### src/rtl/tdm_demux.sv
// Time-division demultiplexer: gathers four framed beats into registered A..D outputs.
// Optional COLLECT gap timeout is compiled in with `define TDM_DEMUX_TIMEOUT_EN.
module tdm_demux #(
  parameter int WIDTH = 2
) (
  input  logic             clk,
  input  logic             rst_n,
  input  logic [WIDTH-1:0] din,
  input  logic             din_valid,
  input  logic             frame_start,
  output logic [WIDTH-1:0] a,
  output logic [WIDTH-1:0] b,
  output logic [WIDTH-1:0] c,
  output logic [WIDTH-1:0] d,
  output logic [1:0]       sel,
  output logic             busy,
  output logic             frame_valid,
  output logic             frame_err
);

  typedef enum logic {IDLE = 1'b0, COLLECT = 1'b1} state_t;

  state_t           state_r, state_next_s;
  logic [WIDTH-1:0] s0_r, s1_r, s2_r;
  logic [WIDTH-1:0] s0_next_s, s1_next_s, s2_next_s;
  logic [1:0]       sel_r, sel_next_s;
  logic             commit_s, err_s, timeout_s;

`ifdef TDM_DEMUX_TIMEOUT_EN
  logic [2:0] gap_r, gap_next_s;
  assign timeout_s = (state_r == COLLECT) && !din_valid && (gap_r == 3'd7);
`else
  assign timeout_s = 1'b0;
`endif

  // State register
  always_ff @(posedge clk or negedge rst_n) begin
    if (!rst_n) begin
      state_r <= IDLE;
    end else begin
      state_r <= state_next_s;
    end
  end

  // Next-state logic
  always_comb begin
    state_next_s = state_r;
    case (state_r)
      IDLE: begin
        if (din_valid && frame_start) begin
          state_next_s = COLLECT;
        end else begin
          state_next_s = IDLE;
        end
      end
      COLLECT: begin
        if (din_valid && !frame_start && (sel_r == 2'd3)) begin
          state_next_s = IDLE;
        end else if (timeout_s) begin
          state_next_s = IDLE;
        end else begin
          state_next_s = COLLECT;
        end
      end
      default: state_next_s = IDLE;
    endcase
  end

  // Datapath and pulse decode
  always_comb begin
    s0_next_s  = s0_r;
    s1_next_s  = s1_r;
    s2_next_s  = s2_r;
    sel_next_s = sel_r;
    commit_s   = 1'b0;
    err_s      = 1'b0;
`ifdef TDM_DEMUX_TIMEOUT_EN
    gap_next_s = gap_r;
`endif
    case (state_r)
      IDLE: begin
        if (din_valid && frame_start) begin
          s0_next_s  = din;
          sel_next_s = 2'd1;
`ifdef TDM_DEMUX_TIMEOUT_EN
          gap_next_s = 3'd0;
`endif
        end else begin
          sel_next_s = 2'd0;
        end
      end
      COLLECT: begin
        if (din_valid) begin
`ifdef TDM_DEMUX_TIMEOUT_EN
          gap_next_s = 3'd0;
`endif
          if (frame_start) begin
            // Restart discards the partial frame; A..D keep the last good frame
            err_s      = 1'b1;
            s0_next_s  = din;
            sel_next_s = 2'd1;
          end else begin
            case (sel_r)
              2'd0: begin s0_next_s = din; sel_next_s = 2'd1; end
              2'd1: begin s1_next_s = din; sel_next_s = 2'd2; end
              2'd2: begin s2_next_s = din; sel_next_s = 2'd3; end
              2'd3: begin commit_s = 1'b1; sel_next_s = 2'd0; end
              default: sel_next_s = 2'd0;
            endcase
          end
        end else if (timeout_s) begin
          err_s      = 1'b1;
          sel_next_s = 2'd0;
        end else begin
`ifdef TDM_DEMUX_TIMEOUT_EN
          gap_next_s = gap_r + 3'd1;
`endif
          sel_next_s = sel_r;
        end
      end
      default: sel_next_s = 2'd0;
    endcase
  end

  // Shadow, slot index and registered outputs
  always_ff @(posedge clk or negedge rst_n) begin
    if (!rst_n) begin
      s0_r        <= {WIDTH{1'b0}};
      s1_r        <= {WIDTH{1'b0}};
      s2_r        <= {WIDTH{1'b0}};
      sel_r       <= 2'd0;
      busy        <= 1'b0;
      frame_valid <= 1'b0;
      frame_err   <= 1'b0;
      a           <= {WIDTH{1'b0}};
      b           <= {WIDTH{1'b0}};
      c           <= {WIDTH{1'b0}};
      d           <= {WIDTH{1'b0}};
    end else begin
      s0_r        <= s0_next_s;
      s1_r        <= s1_next_s;
      s2_r        <= s2_next_s;
      sel_r       <= sel_next_s;
      busy        <= (state_next_s == COLLECT);
      frame_valid <= commit_s;
      frame_err   <= err_s;
      if (commit_s) begin
        a <= s0_r;
        b <= s1_r;
        c <= s2_r;
        d <= din;
      end
    end
  end

`ifdef TDM_DEMUX_TIMEOUT_EN
  // Idle-beat gap counter
  always_ff @(posedge clk or negedge rst_n) begin
    if (!rst_n) begin
      gap_r <= 3'd0;
    end else begin
      gap_r <= gap_next_s;
    end
  end
`endif

  assign sel = sel_r;

endmodule

### config.mk
export PLATFORM = sky130hd
export DESIGN_NAME = tdm_demux
export DESIGN_NICKNAME = d
export VERILOG_FILES = /design/src/rtl/tdm_demux.sv
export SDC_FILE = /design/constraint.sdc
export NUM_CORES = 1
export LEC_CHECK = 0
export ABC_CLOCK_PERIOD_IN_PS = 4400
export CAP_MARGIN = 20
export CORE_MARGIN = 2
export CORE_UTILIZATION = 63
export CTS_CLUSTER_SIZE = 30
export DETAILED_ROUTE_END_ITERATION = 8
export DONT_BUFFER_PORTS = 1
export PLACE_DENSITY = 0.79
export SLEW_MARGIN = 15
export SYNTH_ARGS = -nofsm -noshare
export SYNTH_HDL_FRONTEND = slang
export SYNTH_SLANG_ARGS = --single-unit
### constraint.sdc
create_clock -name clk -period 4.4 [get_ports clk]
set_clock_uncertainty 0.2 [all_clocks]
set_input_delay 0.44 -clock clk [delete_from_list [all_inputs] [get_ports clk]]
set_output_delay 0.44 -clock clk [all_outputs]
set_load 0.01 [all_outputs]
== Word level (Yosys, flattened, before mapping) ==
Cells that the tools add are included.

* Add/subtract/negate cells: 0
* $mul: 0
* Divide/modulo/power cells: 0
* Magnitude comparators: 0
* Eq/ne operators: 6
* Shifts and indexed selects: 0
* Multiplexer cells: 20
* Bitwise logic cells: 2
* Reductions and logical operators: 8

{| class="wikitable"
|+ Operators by type and width
! operator !! number
|-
| 2-bit 2-to-1 mux || 6
|-
| 1-bit 2-to-1 mux || 10
|-
| 2-bit case mux with 2 select lines || 2
|-
| 2-bit case mux with 4 select lines || 1
|-
| 4-bit AND reduction || 2
|-
| 2-bit equality test, second input constant || 2
|-
| 2-bit inequality test, second input constant || 2
|-
| 1-bit logical AND || 3
|-
| 3-bit by 2-bit inequality test with 1-bit output, second input constant || 1
|-
| 3-bit AND reduction || 1
|-
| 2-bit by 1-bit equality test with 1-bit output, second input constant || 1
|-
| 2-bit logical NOT || 1
|-
| 1-bit NOT || 2
|-
| 1-bit case mux with 2 select lines || 1
|-
| 1-bit logical NOT || 1
|}

* Flip-flop bits (word level): 19
* Latch bits: 0
* Bits in writable memories: 0
* ROM bits: 0
* Input port bits: 6
* Word-level logic and storage cells: 47
* Memories kept: 0

== Depth between registers and ports, before layout ==
Gate-level depths: netlist of run 1.

* Word-level depth: 5
* Gate-level depth with buffers: 4
* Depth with buffers taken out: 4

== Worst setup path after synthesis of run 1 ==
Ideal clock, no wire load.

* Path type: flip-flop to flip-flop
* Start: register sel_r[0] (netlist: sel[0])
* End: register a[0]
* Library setup time: 125 ps
* Arrival: 1171 ps
* Required time: 4075 ps
* Setup slack: 2904 ps
* Stages on the path, launching flop included: 4
* Buffers on the path: 0
* Path through: dfrtp_1 ha_1 nand4b_4 mux2_2

* Word-level cells in the longest chain between the ends: 5

{| class="wikitable"
|+ Ends and longest elaborated chain
! element !! line !! RTL
|-
| start, declared || 26 || <nowiki>logic [1:0] sel_r, sel_next_s;</nowiki>
|-
| start signal, assigned || 143 || <nowiki>sel_r <= sel_next_s;</nowiki>
|-
| 2-bit equality test || 103 || <nowiki>case (sel_r)</nowiki>
|-
| 1-bit 2-to-1 mux || 103 ||
|-
| 1-bit 2-to-1 mux || 97 || <nowiki>if (frame_start) begin</nowiki>
|-
| 1-bit 2-to-1 mux || 93 || <nowiki>if (din_valid) begin</nowiki>
|-
| 1-bit 2-to-1 mux || 80 || <nowiki>case (state_r)</nowiki>
|-
| end signal, assigned || 135 || <nowiki>a <= {WIDTH{1'b0}};</nowiki>
|-
| end signal, assigned || 148 || <nowiki>a <= s0_r;</nowiki>
|-
| end, declared || 11 || <nowiki>output logic [WIDTH-1:0] a,</nowiki>
|}

No other way between the ends.
A chain may end at the register's enable or synchronous reset.

== Worst setup path in the final report of run 1 ==
* Start: register sel_r[1] (netlist: sel[1])
* End: register c[1]

* Word-level cells in the longest chain between the ends: 5

{| class="wikitable"
|+ Ends and longest elaborated chain
! element !! line !! RTL
|-
| 2-bit equality test || 103 ||
|-
| 1-bit 2-to-1 mux || 103 ||
|-
| 1-bit 2-to-1 mux || 97 ||
|-
| 1-bit 2-to-1 mux || 93 ||
|-
| 1-bit 2-to-1 mux || 80 ||
|-
| end signal, assigned || 137 || <nowiki>c <= {WIDTH{1'b0}};</nowiki>
|-
| end signal, assigned || 150 || <nowiki>c <= s2_r;</nowiki>
|-
| end, declared || 13 || <nowiki>output logic [WIDTH-1:0] c,</nowiki>
|}

No other way between the ends.

==> summary.log, run 1 <==
qor: drt.drt_drc_violations_left 0
qor: drt.drt_pass1_iterations 3
qor: placement.io_buffer_count 0
qor: drt.vias_per_cell 6.05
qor: logic_synthesis.yosys.area.top_type sky130_fd_sc_hd__dfrtp_1
qor: logic_synthesis.synth-compound-area-share 7.49%
qor: layout.postLayoutCellArea 882 um2
qor: global_routing.grt_first_pass_wirelength 2010 um
qor: sta.timing.max_slew.rel_slack 44.1%
qor: layout.antennaDiodeCount 0
qor: power.combinationalPowerShare 24.5%
qor: drt.detail-route-antenna-nets 0
qor: sta.timing.setup.tns 0 ns
qor: logic_synthesis.synthXorXnorAreaFrac 0%
qor: clock_network.post_cts_buffers 0
qor: power.clock_power_share 16.1%
qor: sta.worstMarginPinSlew 0.835 ns
qor: layout.finish.utilization 68.6%
qor: critical_path.crit_fanout 9
qor: global_routing.grt_antenna_before_repair 0
qor: power.ir_drop 300 uV
qor: critical_path.start_kind register
qor: logic_synthesis.cells_after_synth 63
qor: logic_synthesis.muxShareOfSynthArea 15.9%
qor: logic_synthesis.number_of_distinct_library_cells_after_synthesis 20
qor: critical_path.timing.setup.critical_path_class register to register
qor: layout.layout.nets 75
qor: global_routing.grt_usage 19.7%
qor: critical_path.end_kind register
qor: clock_network.cts_root_buf sky130_fd_sc_hd__clkbuf_4
qor: floorplan.die_h 40.8 um
qor: power.total_leakage_power 0.432 nW
qor: global_routing.grt-ovfl-total 0
qor: power.internal_power 0.000359 W
qor: floorplan.core_area 0.00128 mm2
qor: critical_path.crit_arrival 1.60 ns
qor: sta.timing.fmax 0.627 GHz
qor: logic_synthesis.synth_largest_type_area_fraction 55.8%
qor: drt.avgRoutedWirePerCell 17.6 um
qor: drt.routed_wire_length 1390 um
qor: layout.sequential_cell_area 475 um2
qor: sta.worst_hold_slack 0.0523 ns
qor: global_routing.grt_pass1_vias 449
qor: clock_network.clkLatencyLatePin 0.31 ns
qor: logic_synthesis.synth_sequential_area_ratio 55.8%
qor: sta.rsz_0062_raised_after_global_routing false
qor: layout.multiInputGateArea 339 um2
qor: clock_network.worst_setup_hold_path_clk_slew 0.11 ns
qor: logic_synthesis.net_count_of_the_mapped_netlist 73
qor: clock_network.cts_buffers 3
qor: sta.finalHoldViolCount 0
qor: placement.postPlaceCellArea 845 um2
qor: floorplan.die_x 40.8 um
qor: clock_network.tritoncts_num_sinks 19
qor: floorplan.floorplan.rows 13
qor: logic_synthesis.synth-simple-area-share 10.6%
qor: logic_synthesis.synth.area.top_cells sky130_fd_sc_hd__dfrtp_1 (56%), sky130_fd_sc_hd__mux2_2 (16%), sky130_fd_sc_hd__ha_1 (5.9%)
qor: power.power.net_switching 0.000191 W
qor: logic_synthesis.postSynthRegisterBits 19
qor: run.drv.max_cap_violation_count 0
qor: logic_synthesis.synthesis.area_per_instance 13.5 um2
qor: critical_path.worstPathRequired 4.40 ns
qor: logic_synthesis.synthAdderAreaFrac 5.87%
qor: drt.drtIter0Drc 5
qor: layout.drive_gt1_share 29.7%
qor: sta.finalMaxSlewViolations 0
qor: run_status.outcome finished clean
qor: power.switching_share 34.7%
qor: sta.final-setup-viol-count 0
qor: drt.route.vias.total 478
qor: layout.area_growth 3.52%
qor: clock_network.cts_tree done
qor: logic_synthesis.yosys_warnings 0
qor: hold_path.holdCritPathClass input port to register
qor: logic_synthesis.syn-cell-area 852 um2
qor: power.p_per_area 623 mW/mm2
qor: floorplan.die_area 0.00166 mm2
qor: clock_network.ctsHtreeMaxLevel 1
qor: layout.layout.filler_cells 85
qor: placement.final_weighted_congestion_in_routability_driven_placement 0.670
qor: power.power.share.sequential 59.4%
qor: clock_network.ctsLongestPathBuffers 2
qor: floorplan.io_pins 19
qor: sta.period_needed 1.59 ns
qor: logic_synthesis.synth_top_family_by_area multiplexers
qor: global_routing.grt_max_degree 20
qor: floorplan.floorplan.initialDensity 66.3%
qor: sta.finalCritPeriodShare 36.2%
[sequential cells by signal, summed over array words and instances, names as in the netlist]
register	count
a	2
b	2
busy	1
c	2
d	2
frame_err	1
frame_valid	1
s0_r	2
s1_r	2
s2_r	2
sel	2
[timing repair]
item	4_1_cts	5_1_grt
gates resized for setup	0	0
hold endpoints to repair	19	0
hold buffers	1	0
[Yosys cell counts]
cell type	instances
sky130_fd_sc_hd__nand4b_1	2
sky130_fd_sc_hd__nor3b_1	1
sky130_fd_sc_hd__dfrtp_1	19
sky130_fd_sc_hd__buf_2	2
sky130_fd_sc_hd__mux2_2	12
sky130_fd_sc_hd__o21ai_0	2
sky130_fd_sc_hd__nand2b_1	1
sky130_fd_sc_hd__inv_1	3
sky130_fd_sc_hd__ha_1	4
sky130_fd_sc_hd__buf_6	1
sky130_fd_sc_hd__a22o_1	1
sky130_fd_sc_hd__o22ai_1	2
sky130_fd_sc_hd__clkbuf_2	1
sky130_fd_sc_hd__nand3b_1	1
sky130_fd_sc_hd__and3_1	2
sky130_fd_sc_hd__a21boi_0	1
sky130_fd_sc_hd__a21oi_1	1
sky130_fd_sc_hd__nand2_1	4
sky130_fd_sc_hd__nand4b_4	1
sky130_fd_sc_hd__a21bo_2	2
[per-layer routing]
layer | track usage (%) | wire, um | vias up
met5 | 0 | 0 | -
met4 | 10.0 | 26 | 0
met3 | 6.52 | 82 | 5
met2 | 31.7 | 650 | 16
met1 | 23.3 | 631 | 237
li1 | - | - | 220
[cell families after synthesis]
family / after synthesis
compound gates: 9
fa+ha+maj: 4
buf+inv: 7
flops: 19
mux: 12
simple gates: 12
[power by group through the flow]
stage / Combinational [W] / Sequential, W / Clock (W)
6_report: 0.000135 / 0.000326 / 0.0000885
2_1_floorplan: 0.000126 / 0.000305 / 0
3_5_place_dp: 0.000132 / 0.000331 / 0
3_3_place_gp: 0.000123 / 0.000327 / 0
4_1_cts: 0.000136 / 0.000327 / 0.0000887
5_1_grt: 0.000147 / 0.000338 / 0.0000960
[critical path: stages, from the launching register on]
cell and delay, ns:
sky130_fd_sc_hd__dfrtp_1 0.48, sky130_fd_sc_hd__ha_1 0.26, sky130_fd_sc_hd__nand4b_4 0.21, sky130_fd_sc_hd__mux2_2 0.33
[cells in the final DEF (no fill, tap or decap)]
| cell | count |
|---|---|
| sky130_fd_sc_hd__dfrtp_1 | 19 |
| sky130_fd_sc_hd__mux2_2 | 12 |
| sky130_fd_sc_hd__nand2_1 | 4 |
| sky130_fd_sc_hd__ha_1 | 4 |
| sky130_fd_sc_hd__inv_1 | 3 |
| sky130_fd_sc_hd__clkbuf_4 | 3 |
| sky130_fd_sc_hd__and3_1 | 2 |
| sky130_fd_sc_hd__nand4b_1 | 2 |
| sky130_fd_sc_hd__a21bo_2 | 2 |
| sky130_fd_sc_hd__o22ai_1 | 2 |
| sky130_fd_sc_hd__o21ai_0 | 2 |
| sky130_fd_sc_hd__nand4b_4 | 1 |
| sky130_fd_sc_hd__a22o_1 | 1 |
| sky130_fd_sc_hd__a21oi_1 | 1 |
| sky130_fd_sc_hd__nor3b_1 | 1 |
| sky130_fd_sc_hd__nand2b_1 | 1 |
| sky130_fd_sc_hd__nand3b_1 | 1 |
| sky130_fd_sc_hd__a21boi_0 | 1 |
| sky130_fd_sc_hd__clkinv_2 | 1 |
| sky130_fd_sc_hd__dlygate4sd3_1 | 1 |
[stage by stage]
stage / total power [W] / std cells / setup WS [ns]
after floorplan: 0.000432 / 63 / 2.90
after global placement: 0.000449 / 74 / 2.82
after detailed placement: 0.000463 / 74 / 2.81
after CTS: 0.000552 / 79 / 2.79
after global routing: 0.000581 / 79 / 2.73
final: 0.000549 / 79 / 2.81
[final timing paths]
| check | from | to | slack [ns] | cells past startpoint |
|---|---|---|---|---|
| setup / recovery | sel[1] | c[1] | 2.81 | 3 |
| hold / removal | frame_start | sel[0] | 0.05 | 2 |
| setup reg to reg | sel[1] | c[1] | 2.81 | 3 |
| hold reg to reg | s0_r[1] | a[1] | 0.31 | 1 |
| max in group asynchronous | rst_n | sel[0] | 3.01 | 1 |
| min in group asynchronous | rst_n | frame_valid | 0.47 | 1 |
[final cells by class]
class	count	area share, %
Clock buffer	3	2.55
Inverter	3	1.28
Clock inverter	1	0.567
Tap cell	15	2.13
Multi-Input combinational cell	37	38.4
Sequential cell	19	53.9
Timing Repair Buffer	1	1.13
Power figures use the tool's default switching activity.
==> run 2, diff against run 1 <==
Settings changed: ABC_CLOCK_PERIOD_IN_PS 4400 to 1660, CORE_UTILIZATION 63 to 59, PLACE_DENSITY 0.79 to 0.75.
Clock period 4.4 ns to 1.66 ns, I/O delays scaled along.
==> summary.log, run 2 (same netlist as run 1, synthesis figures left out) <==
qor: sta.rsz_0062_raised_after_global_routing false
qor: layout.multiInputGateArea 339 um2
qor: global_routing.grt_usage 18.4%
qor: layout.drive_gt1_share 29.6%
qor: placement.post-dp-hpwl 897 um
qor: critical_path.critical-path-max-stage-delay 0.43 ns
qor: drt.avgRoutedWirePerCell 16.4 um
qor: layout.layout.filler_cells 96
qor: floorplan.die_h 42 um
qor: global_routing.grt_max_degree 20
qor: clock_network.ctsLongestPathBuffers 2
qor: power.total_leakage_power 0.479 nW
qor: global_routing.grt_first_pass_wirelength 2330 um
qor: drt.routed_wire_length 1410 um
qor: layout.antennaDiodeCount 0
qor: layout.area_growth 11.7%
qor: sta.timing.setup.tns 0 ns
qor: floorplan.floorplan.rows 13
qor: layout.postLayoutCellArea 952 um2
qor: critical_path.start_kind register
qor: sta.worstMarginPinSlew 0.839 ns
qor: critical_path.crit_arrival 1.53 ns
qor: critical_path.timing.setup.critical_path_class register to register
qor: floorplan.core_area 0.00132 mm2
qor: critical_path.worstPathRequired 1.65 ns
qor: run.drv.max_cap_violation_count 0
qor: sta.finalHoldViolCount 0
qor: clock_network.tritoncts_num_sinks 19
qor: placement.io_buffer_count 0
qor: sta.finalCritPeriodShare 92.7%
qor: critical_path.critical_path.top_delay_family flip-flops
qor: drt.drtIter0Drc 8
qor: clock_network.cts_buffers 3
qor: clock_network.cts_tree done
qor: drt.drt_drc_violations_left 0
qor: sta.timing.max_slew.rel_slack 43.9%
qor: drt.vias_per_cell 5.87
qor: drt.drt_pass1_iterations 4
qor: power.ir_drop 832 uV
qor: layout.sequential_cell_area 475 um2
qor: global_routing.grt_antenna_before_repair 0
qor: global_routing.grt-ovfl-total 0
qor: critical_path.critical-path-slowest-cell sky130_fd_sc_hd__dfrtp_1
qor: layout.mostFrequentLayoutCell sky130_fd_sc_hd__dfrtp_1
qor: clock_network.ctsHtreeMaxLevel 1
qor: sta.period_needed 1.54 ns
qor: critical_path.crit_path_cell_trace ha_1 -> nand4b_4 -> mux2_2
qor: placement.postPlaceCellArea 860 um2
qor: clock_network.cts_root_buf sky130_fd_sc_hd__clkbuf_4
qor: drt.route.vias.total 505
qor: placement.final_weighted_congestion_in_routability_driven_placement 0.689
qor: floorplan.die_area 0.00176 mm2
qor: sta.timing.fmax 0.650 GHz
qor: critical_path.crit_fanout 9
qor: floorplan.io_pins 19
qor: floorplan.floorplan.initialDensity 64.7%
qor: sta.finalMaxSlewViolations 0
qor: sta.final-setup-viol-count 0
qor: hold_path.holdCritPathClass input port to asynchronous set/reset pin
qor: run_status.outcome finished clean
qor: global_routing.grt_pass1_vias 511
qor: floorplan.die_x 42 um
qor: critical_path.end_kind register
qor: power.p_per_area 1580 mW/mm2
qor: critical_path.buffering_stage_count_on_the_worst_path_with_inverters_included 0
qor: layout.most-common-layout-cells sky130_fd_sc_hd__dfrtp_1 (19), sky130_fd_sc_hd__mux2_2 (12), sky130_fd_sc_hd__nand2_1 (4), sky130_fd_sc_hd__ha_1 (4), sky130_fd_sc_hd__dlygate4sd3_1 (4)
qor: clock_network.clkLatencyLatePin 0.30 ns
qor: layout.layout.nets 82
qor: clock_network.worst_setup_hold_path_clk_slew 0.11 ns
qor: drt.detail-route-antenna-nets 0
## run 2: repair_timing
action | in CTS | in global routing
endpoints found under the setup margin | 0 | 9
resized for setup | 0 | 2
buffers inserted | 0 | 0
endpoints found under the hold margin | 38 | 0
hold buffers | 6 | 0
## run 2: power breakdown
group,switching [W],total (W),internal [W],leakage (nW)
combinational,0.000179,0.000424,0.000246,0.222
sequential,0.000194,0.000844,0.000650,0.239
clock,0.000144,0.000234,0.0000898,0.0177
## run 2: metrics by stage
step | std cells | worst slack (ns) | power [W] | util [%] | hold slack [ns]
after global routing | 86 | 0.0668 | 0.00160 | 72.3 | 0.250
final | 86 | 0.121 | 0.00150 | 72.3 | 0.205
after detailed placement | 76 | 0.154 | 0.00125 | 65.2 | -0.329
after floorplan | 63 | 0.164 | 0.00114 | - | -0.330
after CTS | 86 | 0.0144 | 0.00151 | 71.9 | 0.225
after global placement | 76 | 0.171 | 0.00123 | 65.2 | -0.329
## run 2: layer usage
metal	vias up	share of wire, %	GRT usage [%]
met5	-	0	0
li1	240	-	-
met1	246	43	23.0
met4	0	2.6	9.68
met3	5	3.9	5.17
met2	14	50	29.1
## run 2: worst reg2reg max path, stage by stage, from the launching register on
cell and delay [ns]:
sky130_fd_sc_hd__dfrtp_1 0.43, sky130_fd_sc_hd__ha_1 0.27, sky130_fd_sc_hd__nand4b_4 0.18, sky130_fd_sc_hd__mux2_2 0.35
## run 2: area by class of cell
type                            instances  share of cell area (%)
Timing Repair Buffer                    8                    8.41
Tap cell                               15                    1.97
Inverter                                3                    1.18
Clock buffer                            3                    2.37
Clock inverter                          1                   0.526
Multi-Input combinational cell         37                    35.6
Sequential cell                        19                    49.9
## run 2: worst paths after layout
path | start | to | slack, ns | cells after the start
max in group asynchronous | rst_n | s1_r[1] | 0.54 | 1
min in group clk | frame_start | frame_err | 0.24 | 2
max reg2reg | sel[0] | c[0] | 0.12 | 3
min | rst_n | a[0] | 0.20 | 1
min reg2reg | s0_r[1] | a[1] | 0.31 | 1
max | sel[0] | c[0] | 0.12 | 3
==> run 3, diff against run 2 <==
Settings changed: ABC_AREA from default to 1.
==> summary.log, run 3 <==
qor: global_routing.grt_usage 21.3%
qor: clock_network.cts_buffers 3
qor: clock_network.cts_tree done
qor: run_status.outcome finished clean
qor: floorplan.floorplan.initialDensity 64.4%
qor: drt.vias_per_cell 5.60
qor: power.combinationalPowerShare 29.3%
qor: layout.finish.utilization 71.1%
qor: placement.io_buffer_count 0
qor: global_routing.grt_first_pass_wirelength 2860 um
qor: floorplan.die_area 0.00178 mm2
qor: sta.rsz_0062_raised_after_global_routing false
qor: global_routing.globalRouteMet2Util 35.1%
qor: floorplan.floorplan.rows 13
qor: hold_path.holdCritPathClass input port to asynchronous set/reset pin
qor: clock_network.worst_setup_hold_path_clk_slew 0.11 ns
qor: sta.timing.setup.tns 0 ns
qor: sta.finalCritPeriodShare 94.1%
qor: layout.antennaDiodeCount 0
qor: sta.finalMaxSlewViolations 0
qor: critical_path.worstPathRequired 1.70 ns
qor: power.ir_drop 906 uV
qor: floorplan.io_pins 19
qor: critical_path.timing.setup.critical_path_class input port to register
qor: power.clock_power_share 15.2%
qor: global_routing.grt_antenna_before_repair 0
qor: logic_synthesis.yosys_warnings 0
qor: floorplan.die_x 42.2 um
qor: drt.drt_drc_violations_left 0
qor: logic_synthesis.number_of_distinct_library_cells_after_synthesis 15
qor: logic_synthesis.synth_enable_flop_cells 0
qor: logic_synthesis.most_common_cell_in_the_synthesized_netlist sky130_fd_sc_hd__nand2_1
qor: layout.drive_gt1_share 9.62%
qor: power.total_leakage_power 0.522 nW
qor: power.internal_power 0.000917 W
qor: logic_synthesis.yosys.area.top_type sky130_fd_sc_hd__dfrtp_1
qor: sta.worstMarginPinSlew 0.857 ns
qor: clock_network.tritoncts_num_sinks 19
qor: placement.final_weighted_congestion_in_routability_driven_placement 0.778
qor: logic_synthesis.cells_after_synth 96
qor: critical_path.end_kind register
qor: sta.minimum_setup_slack_in_the_final_design 0.0984 ns
qor: critical_path.crit_arrival 1.60 ns
qor: power.p_per_area 1620 mW/mm2
qor: critical_path.crit_fanout 7
qor: drt.routed_wire_length 1640 um
qor: power.power.share.sequential 55.5%
qor: layout.area_growth 10.3%
qor: sta.timing.fmax 0.640 GHz
qor: global_routing.grt_pass1_vias 617
qor: logic_synthesis.synth_flop_cell sky130_fd_sc_hd__dfrtp_1
qor: logic_synthesis.syn-cell-area 860 um2
qor: critical_path.worst_r2r_path_depth 3
qor: clock_network.clkLatencyLatePin 0.30 ns
qor: sta.period_needed 1.56 ns
qor: clock_network.cts_repair_resize_count 0
qor: global_routing.grt_max_degree 20
qor: clock_network.post_cts_buffers 0
qor: layout.layout.nets 115
qor: global_routing.global_route.peak_usage_layer met2
qor: layout.mostFrequentLayoutCell sky130_fd_sc_hd__nand2_1
qor: critical_path.start_kind input port
qor: logic_synthesis.synth.top_cells.by_count sky130_fd_sc_hd__nand2_1 (38), sky130_fd_sc_hd__dfrtp_1 (19), sky130_fd_sc_hd__nand3_1 (15)
qor: placement.dp_slack 0.188 ns
qor: global_routing.grt.met1_usage 27.8%
qor: logic_synthesis.net_count_of_the_mapped_netlist 106
qor: logic_synthesis.postSynth.asyncResetShare 100%
qor: floorplan.die_h 42.2 um
qor: placement.post-dp-hpwl 1150 um
qor: sta.timing.max_slew.rel_slack 42.7%
qor: logic_synthesis.synth.area.top_cells sky130_fd_sc_hd__dfrtp_1 (55%), sky130_fd_sc_hd__nand2_1 (17%), sky130_fd_sc_hd__nand3_1 (8.7%)
qor: clock_network.ctsLongestPathBuffers 2
qor: floorplan.core_area 0.00133 mm2
qor: drt.drt_pass1_iterations 4
qor: power.switching_share 40.2%
qor: run.drv.max_cap_violation_count 0
qor: logic_synthesis.synth_largest_type_area_fraction 55.3%
qor: logic_synthesis.synthesis.area_per_instance 8.95 um2
qor: layout.most-common-layout-cells sky130_fd_sc_hd__nand2_1 (38), sky130_fd_sc_hd__dfrtp_1 (19), sky130_fd_sc_hd__nand3_1 (15), sky130_fd_sc_hd__dlygate4sd3_1 (6)
qor: clock_network.ctsHtreeMaxLevel 1
qor: sta.final-setup-viol-count 0
qor: drt.detail-route-antenna-nets 0
qor: clock_network.cts_hold_repair.buffers 6
qor: sta.finalHoldViolCount 0
qor: power.power.net_switching 0.000618 W
qor: drt.avgRoutedWirePerCell 13.8 um
qor: logic_synthesis.postSynthRegisterBits 19
qor: global_routing.grt-ovfl-total 0
qor: global_routing.grt_met3_use 4.31%
qor: logic_synthesis.synth_sequential_area_ratio 55.3%
qor: drt.drtIter0Drc 18
qor: drt.route.vias.total 666
qor: clock_network.cts_root_buf sky130_fd_sc_hd__clkbuf_4
## run 3: cell count changes after synthesis, sizes merged, moves of 5 or more
| cell | change |
|---|---|
| nand2 | +35 |
| nand3 | +15 |
| mux2 | -12 |
| nor2 | +5 |
## run 3: critical path: stages
cell                            delay (ns)
sky130_fd_sc_hd__dlygate4sd3_1        0.69
sky130_fd_sc_hd__nand2_1              0.11
sky130_fd_sc_hd__nor2_1               0.09
sky130_fd_sc_hd__dlygate4sd3_1        0.55
## run 3: final cells by class
cell class	count	area, um2
clock buffer	4	26.3
sequential	19	475
multi-input combinational	67	330
inverter	6	22.5
tap	15	18.8
timing repair buffer	8	75.1
fill	94	385
## run 3: cell families after synthesis
| logic type | share of synthesized area, % |
|---|---|
| simple gates | 32.0 |
| flops | 55.3 |
| buf+inv | 6.26 |
| fa+ha+maj | 5.82 |
| compound gates | 0.582 |
## run 3: stage by stage
stage / hold WS, ns / instances / area (um2) / total power [W]
2_1_floorplan: -0.330 / 96 / 860 / 0.00117
3_3_place_gp: -0.329 / 109 / 862 / 0.00125
3_5_place_dp: -0.329 / 109 / 862 / 0.00128
4_1_cts: 0.241 / 119 / 948 / 0.00154
5_1_grt: 0.285 / 119 / 948 / 0.00165
6_report: 0.210 / 119 / 948 / 0.00153
## run 3: metal layers
metal	part of all wire (%)	wire length (um)	vias up
met4	1.5	25	0
met3	4.7	77	4
met2	48	792	22
met5	0	0	-
met1	45	746	320
li1	-	-	320
## run 3: worst paths after layout
| kind | from | endpoint | slack [ns] |
|---|---|---|---|
| worst max-delay path | din_valid | frame_err | 0.1 |
| worst min-delay path | rst_n | c[1] | 0.21 |
| worst max register to register | busy | frame_err | 0.16 |
| worst min register to register | s2_r[1] | s2_r[1] | 0.29 |
| max in group asynchronous | rst_n | s1_r[1] | 0.51 |
| min in group clk | s2_r[1] | s2_r[1] | 0.29 |
## run 3: power by group through the flow
stage	clock (W)	sequential [W]	combinational [W]
finish	0.000234	0.000852	0.000449
global route	0.000254	0.000874	0.000521
CTS	0.000234	0.000852	0.000452
detailed placement	0	0.000862	0.000422
global placement	0	0.000852	0.000398
floorplan	0	0.000815	0.000355
